### src/rtl/tcm_pkg.sv
// rtl/tcm_pkg.sv - shared types and constants for the two-port TCM arbiter
package tcm_pkg;

   localparam int TCM_NPORTS = 2;

   typedef enum logic {
      IFU = 1'b0,
      LSU = 1'b1
   } tcm_port_e;

   typedef struct packed {
      logic      valid;
      tcm_port_e port;
      logic      we;
      logic      err;
   } tcm_rsp_t;

endpackage

### src/rtl/tcm_rr_arb.sv
// rtl/tcm_rr_arb.sv - two-input round-robin / fixed-priority grant generator
module tcm_rr_arb
   import tcm_pkg::*;
#(
   parameter bit FIXED_PRIO = 1'b0
) (
   input  logic                  clk_i,
   input  logic                  rst_ni,
   input  logic [TCM_NPORTS-1:0] req_i,
   output logic [TCM_NPORTS-1:0] gnt_o
);

   tcm_port_e             last_d, last_q;
   logic                  contended;
   logic [TCM_NPORTS-1:0] gnt;

   always_comb begin
      contended = &req_i;
      gnt       = req_i;
      if (contended) begin
         if (FIXED_PRIO) begin
            gnt = 2'b10;
         end else begin
            gnt = (last_q == LSU) ? 2'b01 : 2'b10;
         end
      end
      gnt_o = rst_ni ? gnt : '0;

      // Only contention moves the pointer, so a lone requester never steals the next turn.
      last_d = last_q;
      if (contended && rst_ni) begin
         last_d = gnt[1] ? LSU : IFU;
      end
   end

   always_ff @(posedge clk_i) begin
      if (!rst_ni) begin
         last_q <= LSU;
      end else begin
         last_q <= last_d;
      end
   end

endmodule

### src/rtl/tcm_arbiter.sv
// rtl/tcm_arbiter.sv - shares one single-port TCM between fetch (port 0) and load/store (port 1)
module tcm_arbiter
   import tcm_pkg::*;
#(
   parameter int DATA_WIDTH     = 32,
   parameter int DEPTH          = 8192,
   parameter int ADDR_WIDTH     = $clog2(DEPTH * DATA_WIDTH / 8),
   parameter int REQ_ADDR_WIDTH = 32,
   parameter bit FIXED_PRIO     = 1'b0
) (
   input  logic                      clk_i,
   input  logic                      rst_ni,
   input  logic                      req_i    [TCM_NPORTS],
   input  logic [REQ_ADDR_WIDTH-1:0] addr_i   [TCM_NPORTS],
   input  logic                      we_i     [TCM_NPORTS],
   input  logic [DATA_WIDTH/8-1:0]   be_i     [TCM_NPORTS],
   input  logic [DATA_WIDTH-1:0]     wdata_i  [TCM_NPORTS],
   output logic                      gnt_o    [TCM_NPORTS],
   output logic                      rvalid_o [TCM_NPORTS],
   output logic [DATA_WIDTH-1:0]     rdata_o  [TCM_NPORTS],
   output logic                      err_o    [TCM_NPORTS],
   output logic                      tcm_en_o,
   output logic [ADDR_WIDTH-1:0]     tcm_addr_o,
   output logic                      tcm_we_o,
   output logic [DATA_WIDTH/8-1:0]   tcm_be_o,
   output logic [DATA_WIDTH-1:0]     tcm_wdata_o,
   input  logic [DATA_WIDTH-1:0]     tcm_rdata_i
);

   localparam int                      BE_WIDTH  = DATA_WIDTH / 8;
   localparam logic [REQ_ADDR_WIDTH:0] TCM_BYTES = (REQ_ADDR_WIDTH + 1)'(DEPTH * BE_WIDTH);

   logic [TCM_NPORTS-1:0]     req_vec, gnt_vec;
   logic                      any_gnt, win, in_range, rsp_live;
   logic [REQ_ADDR_WIDTH-1:0] sel_addr;
   tcm_rsp_t                  rsp_d, rsp_q;

   assign req_vec = {req_i[1], req_i[0]};

   tcm_rr_arb #(
      .FIXED_PRIO(FIXED_PRIO)
   ) u_arb (
      .clk_i (clk_i),
      .rst_ni(rst_ni),
      .req_i (req_vec),
      .gnt_o (gnt_vec)
   );

   always_comb begin
      any_gnt  = |gnt_vec;
      win      = gnt_vec[1];
      sel_addr = addr_i[win];
      in_range = {1'b0, sel_addr} < TCM_BYTES;

      tcm_en_o    = 1'b0;
      tcm_addr_o  = '0;
      tcm_we_o    = 1'b0;
      tcm_be_o    = '0;
      tcm_wdata_o = '0;
      if (any_gnt) begin
         // Out-of-range accesses still get granted but never touch the array.
         tcm_en_o    = in_range;
         tcm_addr_o  = sel_addr[ADDR_WIDTH-1:0];
         tcm_we_o    = we_i[win];
         tcm_be_o    = be_i[win];
         tcm_wdata_o = wdata_i[win];
      end

      rsp_d       = '0;
      rsp_d.valid = any_gnt;
      rsp_d.port  = win ? LSU : IFU;
      rsp_d.we    = we_i[win];
      rsp_d.err   = !in_range;
   end

   always_ff @(posedge clk_i) begin
      if (!rst_ni) begin
         rsp_q <= '0;
      end else begin
         rsp_q <= rsp_d;
      end
   end

   // Gating with rst_ni drops a response that was in flight when reset hit.
   assign rsp_live = rst_ni && rsp_q.valid;

   always_comb begin
      for (int p = 0; p < TCM_NPORTS; p++) begin
         gnt_o[p]    = gnt_vec[p];
         rvalid_o[p] = rsp_live && (logic'(rsp_q.port) == p[0]);
         err_o[p]    = rsp_live && (logic'(rsp_q.port) == p[0]) && rsp_q.err;
         rdata_o[p]  = (rsp_live && (logic'(rsp_q.port) == p[0]) && !rsp_q.we && !rsp_q.err)
                       ? tcm_rdata_i : '0;
      end
   end

endmodule
### config.mk
export PLATFORM = sky130hd
export DESIGN_NAME = tcm_arbiter
export DESIGN_NICKNAME = d
export VERILOG_FILES = /design/src/rtl/tcm_pkg.sv /design/src/rtl/tcm_rr_arb.sv /design/src/rtl/tcm_arbiter.sv
export SDC_FILE = /design/constraint.sdc
export NUM_CORES = 1
export LEC_CHECK = 0
export BUFFER_PORTS_ARGS = -buffer_cell sky130_fd_sc_hd__buf_2
export CAP_MARGIN = 25
export CORE_AREA = 3 3 114 116
export DETAILED_ROUTE_END_ITERATION = 8
export DIE_AREA = 0 0 117 119
export PLACE_DENSITY = 0.42
export SLEW_MARGIN = 20
export SYNTH_ARGS = -nofsm -noshare
export SYNTH_HDL_FRONTEND = slang
export SYNTH_SLANG_ARGS = --single-unit
### constraint.sdc
create_clock -name clk_i -period 1.4 [get_ports clk_i]
set_input_delay 0.07 -clock clk_i [delete_from_list [all_inputs] [get_ports clk_i]]
set_output_delay 0.07 -clock clk_i [all_outputs]
set_load 0.005 [all_outputs]
After elaboration in Yosys (flattened, before gate mapping)
Cells that the tools add are included.
{ "word_totals": {"ff_bits": 5, "input_bits": 174, "wordCells": 48, "output_inout_bits": 123} }
{ "op_classes": {"bitwise_logic": 2, "n_reduce_logical": 15, "n_mux": 24, "order_cmp": 2} }
{ "op_table": {"columns": ["operator", "count"], "rows": [
  ["32-bit two-way mux", 9],
  ["32-bit by 16-bit less-than comparator with 1-bit output, second input constant", 1],
  ["4-bit two-way mux", 4],
  ["15-bit two-way mux", 1],
  ["1-bit logical AND", 10],
  ["1-bit two-way mux", 7],
  ["2-bit two-way mux", 3],
  ["1-bit zero test", 3],
  ["2-bit greater-or-equal comparator, second input constant", 1],
  ["1-bit inverter with 2-bit output", 1],
  ["2-bit AND reduction", 1],
  ["2-bit OR reduction", 1],
  ["1-bit inverter", 1]
]} }

Longest topological paths before layout
{ "depth": {"depth_word": 9, "ltp_mapped": 7} }

Hierarchy
A second synthesis with hierarchy kept.
{ "unflattened": {"cells_unflattened": 177, "hier_area_um2": 1272.5} }
{ "by_module_without_submodules": {"columns": ["mod", "cells_each", "instances", "area_per_inst_um2"], "rows": [
  ["tcm_arbiter", 168, 1, 1211.2],
  ["tcm_rr_arb", 9, 1, 61.3]
]} }

Worst setup path before layout
Ideal clock, no wire load.
{ "synth_path": {"path_type": "register to output", "start": "reg rsp_q[2] (netlist bit)", "end": "out rdata_o[10] (netlist bit)", "n_path_buf": 1, "arrival_ps": 1083, "path_stages_with_launch": 5, "path_slack_ps": 247, "path_cell_list": "dfxtp_1 > and3_1 > nor3b_4 > clkbuf_2 > and2_1"} }
{ "synth_rtl": {"columns": ["item", "line_no", "source"], "rows": [
  ["start, declared", "tcm_arbiter.sv:36", "tcm_rsp_t rsp_d, rsp_q;"],
  ["start signal, assigned", "tcm_arbiter.sv:80", "rsp_q <= rsp_d;"],
  ["end, declared", "tcm_arbiter.sv:20", "output logic [DATA_WIDTH-1:0] rdata_o [TCM_NPORTS],"]
]} }

Worst setup path after layout
{ "layout_path": {"start": "reg u_arb.last_q", "end": "out tcm_wdata_o[24]"} }
{ "layout_between": {"elab_chain_len": 8, "elab_cells_between_ends": 9, "cone_classes": "mux (7); bitwise (1); reduce/logical (1)"} }
{ "layout_rtl": {"columns": ["item", "line_no", "source"], "rows": [
  ["start, declared", "tcm_rr_arb.sv:13", "tcm_port_e last_d, last_q;"],
  ["start signal, assigned", "tcm_rr_arb.sv:40", "last_q <= last_d;"],
  ["2-bit two-way mux *", "tcm_rr_arb.sv:24", "gnt = (last_q == LSU) ? 2'b01 : 2'b10;"],
  ["2-bit two-way mux *", "tcm_rr_arb.sv:20", "if (contended) begin"],
  ["2-bit two-way mux *", "tcm_rr_arb.sv:27", "gnt_o = rst_ni ? gnt : '0;"],
  ["1-bit inverter with 2-bit output (not written as such)", "tcm_arbiter.sv:66", "tcm_wdata_o = wdata_i[win];"],
  ["32-bit two-way mux (not written as such) (3 in series)", "tcm_arbiter.sv:66", null],
  ["32-bit two-way mux *", "tcm_arbiter.sv:60", "if (any_gnt) begin"],
  ["end, declared", "tcm_arbiter.sv:26", "output logic [DATA_WIDTH-1:0] tcm_wdata_o,"]
]} }
Every way passes the cells marked *; elsewhere a longest branch is shown, timed or not. The select of a mux whose other input is x is not followed.

==> out/qor.yml <==
finish:
  diodes: 0
  register_area_sq_um: 110
  syn_to_final_growth_pct: 211
  nets: 767
  drive_gt1_share_pct: 81.1
  fillers: 1226
  multi_input_area_sq_um: 1950
  fin_cells: 739
setup_path:
  crit_path_end: "tcm_wdata_o[24]"
  reg2reg_to: "rsp_q[0]"
  critPathKind: "reg -> out"
  crit_required_ps: 1330
  reg2reg_slack_ps: 70
  path_depth: 7
  path_cells: "nand2_2 > nand3_4 > clkinv_8 > clkbuf_16 > nand2_2 > a21oi_2 > buf_2"
  crit_path_max_incr_delay_ps: 310
  cp.arrival_ps: 1470
  slowest_stage: "dfxtp_2"
  start_kind: "register"
  end_kind: "output port"
  cp-startpoint: "u_arb.last_q"
  crit_buf_inv: 3
  r2r-start: "u_arb.last_q"
  crit_fanout: 8
  crit_family: "buffers and inverters"
  rr_worst_depth: 6
  crit_path_frequent_cell: "nand2_2"
status:
  violations: "setup timing"
  status: "complete, but fails checks"
floorplan:
  rows: 40
  die_x_um: 117
  num_io_pins: 297
  die_h_um: 119
  core_area_sq_um: 12000
  initial_core_util_pct: 12.2
  die-area_sq_um: 13900
logic_synthesis:
  avgSynthCellArea_sq_um: 5.20
  ys_seq_elements: 5
  ys_types: 24
  synth_compound_area_share_pct: 19.0
  synthSimpleGateAreaFrac_pct: 65.1
  synth_mux_area_share_pct: 0.680
  syn-num-nets: 457
  yosys_warnings: 0
  yosysSeqAreaShare_pct: 6.80
  synth_xor_area_share_pct: 0
  synth_area_sq_um: 1470
  synthAdderAreaFrac_pct: 0
  synth_top_family_by_area: "simple AND/OR/NAND/NOR gates"
  netlist_instances: 283
placed_design:
  io_buffers: 296
  hpwl_um: 8570
  gp_congestion: 0.800
  placed_cells: 717
drt:
  wl_per_cell_um: 15.8
  dr.pass1.iters: 4
  wirelength_um: 11700
  dr.first_iter.drc_count: 69
  vias_per_cell: 4.31
  ant_nets: 0
  drc: 0
  num_vias: 3183
power_and_ir_drop:
  leakage_nw: 2.70
  powerDensity_nw_per_um2: 359
  max-vdd-ir-drop_mv: 0.279
  power.total_mw: 1.65
timing:
  skew_ps: 0.742
  clock.fmax_mhz: 650
  slew_headroom_pct: 81.9
  setup_viol: 117
  final_hold_viol_count: 0
  slew_viol_final: 0
  rsz0062_at_grt: "true"
  setup_slack_ps: -138
  worstMarginPinSlew_ps: 270
  post-route-period-util_pct: 110
  timing.final.crit_period_ps: 1540
  hold_ws_ps: 144
job:
  drv_cap: 0
clocking:
  clock-sinks: 5
  cts_tree: "yes"
  clockRootBuffer: "clkbuf_16"
  hold_buffers: 0
  cts_buffers: 3
  clock_latency_ps: 220
  clock_path_buffers: 2
  clkTransAtPathRegs_ps: 30
  cts.htree.levels: 1
global_route:
  grt_pass1_vias: 2982
  grt_max_degree: 32
  gr-total-overflow: 0
  antenna_found_initial: 1
  grt_usage_pct: 13.2
  grt_pass1_wl_um: 14600
min_path:
  hold_path.class: "in -> reg"
  worstHoldStart: "we_i[0]"
[worst register-to-register path, stage by stage, from the launching register on]
cell and delay (ps):
dfxtp_2 320, nand2_2 60, nand3_4 160, buf_12 190, nand3b_1 160, buf_4 180
and3_4 150
[per-stage QoR]
step           TNS, ps  area (sq um)  setup WS (ps)  util, %
3_3_place_gp         0          3230           34.3     26.9
6_report         -9430          4580           -138     38.1
3_5_place_dp         0          3230           27.3     26.9
2_1_floorplan        0          1470            247        -
4_1_cts          -7860          3670           -136     30.5
5_1_grt         -18680          4580           -211     38.1
[timing repair]
item,in CTS,in global routing
gates resized for setup,57,199
endpoints found under the setup margin,108,117
buffers inserted,7,4
gates cloned,4,6
pin swaps,27,102
[state kept, by name, summed over array words and instances, names as in the netlist]
register,flops
rsp_q,4
u_arb.last_q,1
[Yosys cell counts, drive strengths merged]
cell / number / area share (%)
nand3b: 1 / 0.51
nand3: 1 / 0.34
nand2: 105 / 27
nor2b: 1 / 0.43
nand4: 2 / 0.85
nor3: 1 / 0.34
mux2i: 1 / 0.68
and3: 3 / 1.3
or3: 2 / 0.85
dfxtp: 5 / 6.8
inv: 4 / 1.0
buf: 12 / 4.3
nor3b: 1 / 1.3
and2: 66 / 28
o21ai: 2 / 0.68
a21oi: 54 / 18
clkbuf: 11 / 3.1
nor2: 4 / 1.0
nor4: 7 / 3.4
[layout by cell type (no fill, tap or decap), types with 2 or more instances in the layout]
master / n
nand2_2: 9
a21oi_4: 2
a21oi_2: 49
nand4_1: 2
dfxtp_2: 2
dfxtp_4: 2
and3_4: 2
nand2_1: 51
buf_2: 262
clkbuf_16: 8
a21oi_1: 3
nor2_1: 4
buf_6: 39
inv_1: 3
buf_12: 7
and2_1: 35
nand2_4: 45
buf_8: 2
buf_16: 4
and2_4: 31
nor4_1: 6
buf_4: 9
[worst min path at each step]
stage / endpoint / slack (ps) / depth (start not counted)
detailed placement: rsp_q[1] / 400 / 3
CTS: rsp_q[1] / 150 / 3
global placement: rsp_q[1] / 400 / 3
global route: rsp_q[1] / 160 / 3
floorplan: u_arb.last_q / 150 / 1
finish: rsp_q[1] / 140 / 3
[power breakdown]
| part | switching [mW] | internal (mW) |
|---|---|---|
| combinational | 0.494 | 0.529 |
| clock | 0.0839 | 0.376 |
| sequential | 0.00956 | 0.152 |
[routing by layer]
metal | vias to the layer above | GRT usage (%) | part of all wire [%]
met4 | 2 | 1.79 | 1.5
met3 | 16 | 3.91 | 8.7
li1 | 1535 | - | -
met2 | 188 | 27.6 | 57
met1 | 1442 | 12.3 | 32
met5 | - | 0 | 0.11
[cell families after synthesis]
logic type	after synthesis
and+or+nand+nor	194
muxes	1
DFF	5
buffers and inverters	27
AOI/OAI and AO/OA	56
[layout make-up]
cell class,instances,share of cell area (%)
clock buffer,4,1.72
inverter,4,0.601
multi-input combinational,251,42.7
sequential,5,2.41
tap,147,4.02
timing repair buffer,328,48.6
Power figures use the tool's default switching activity.
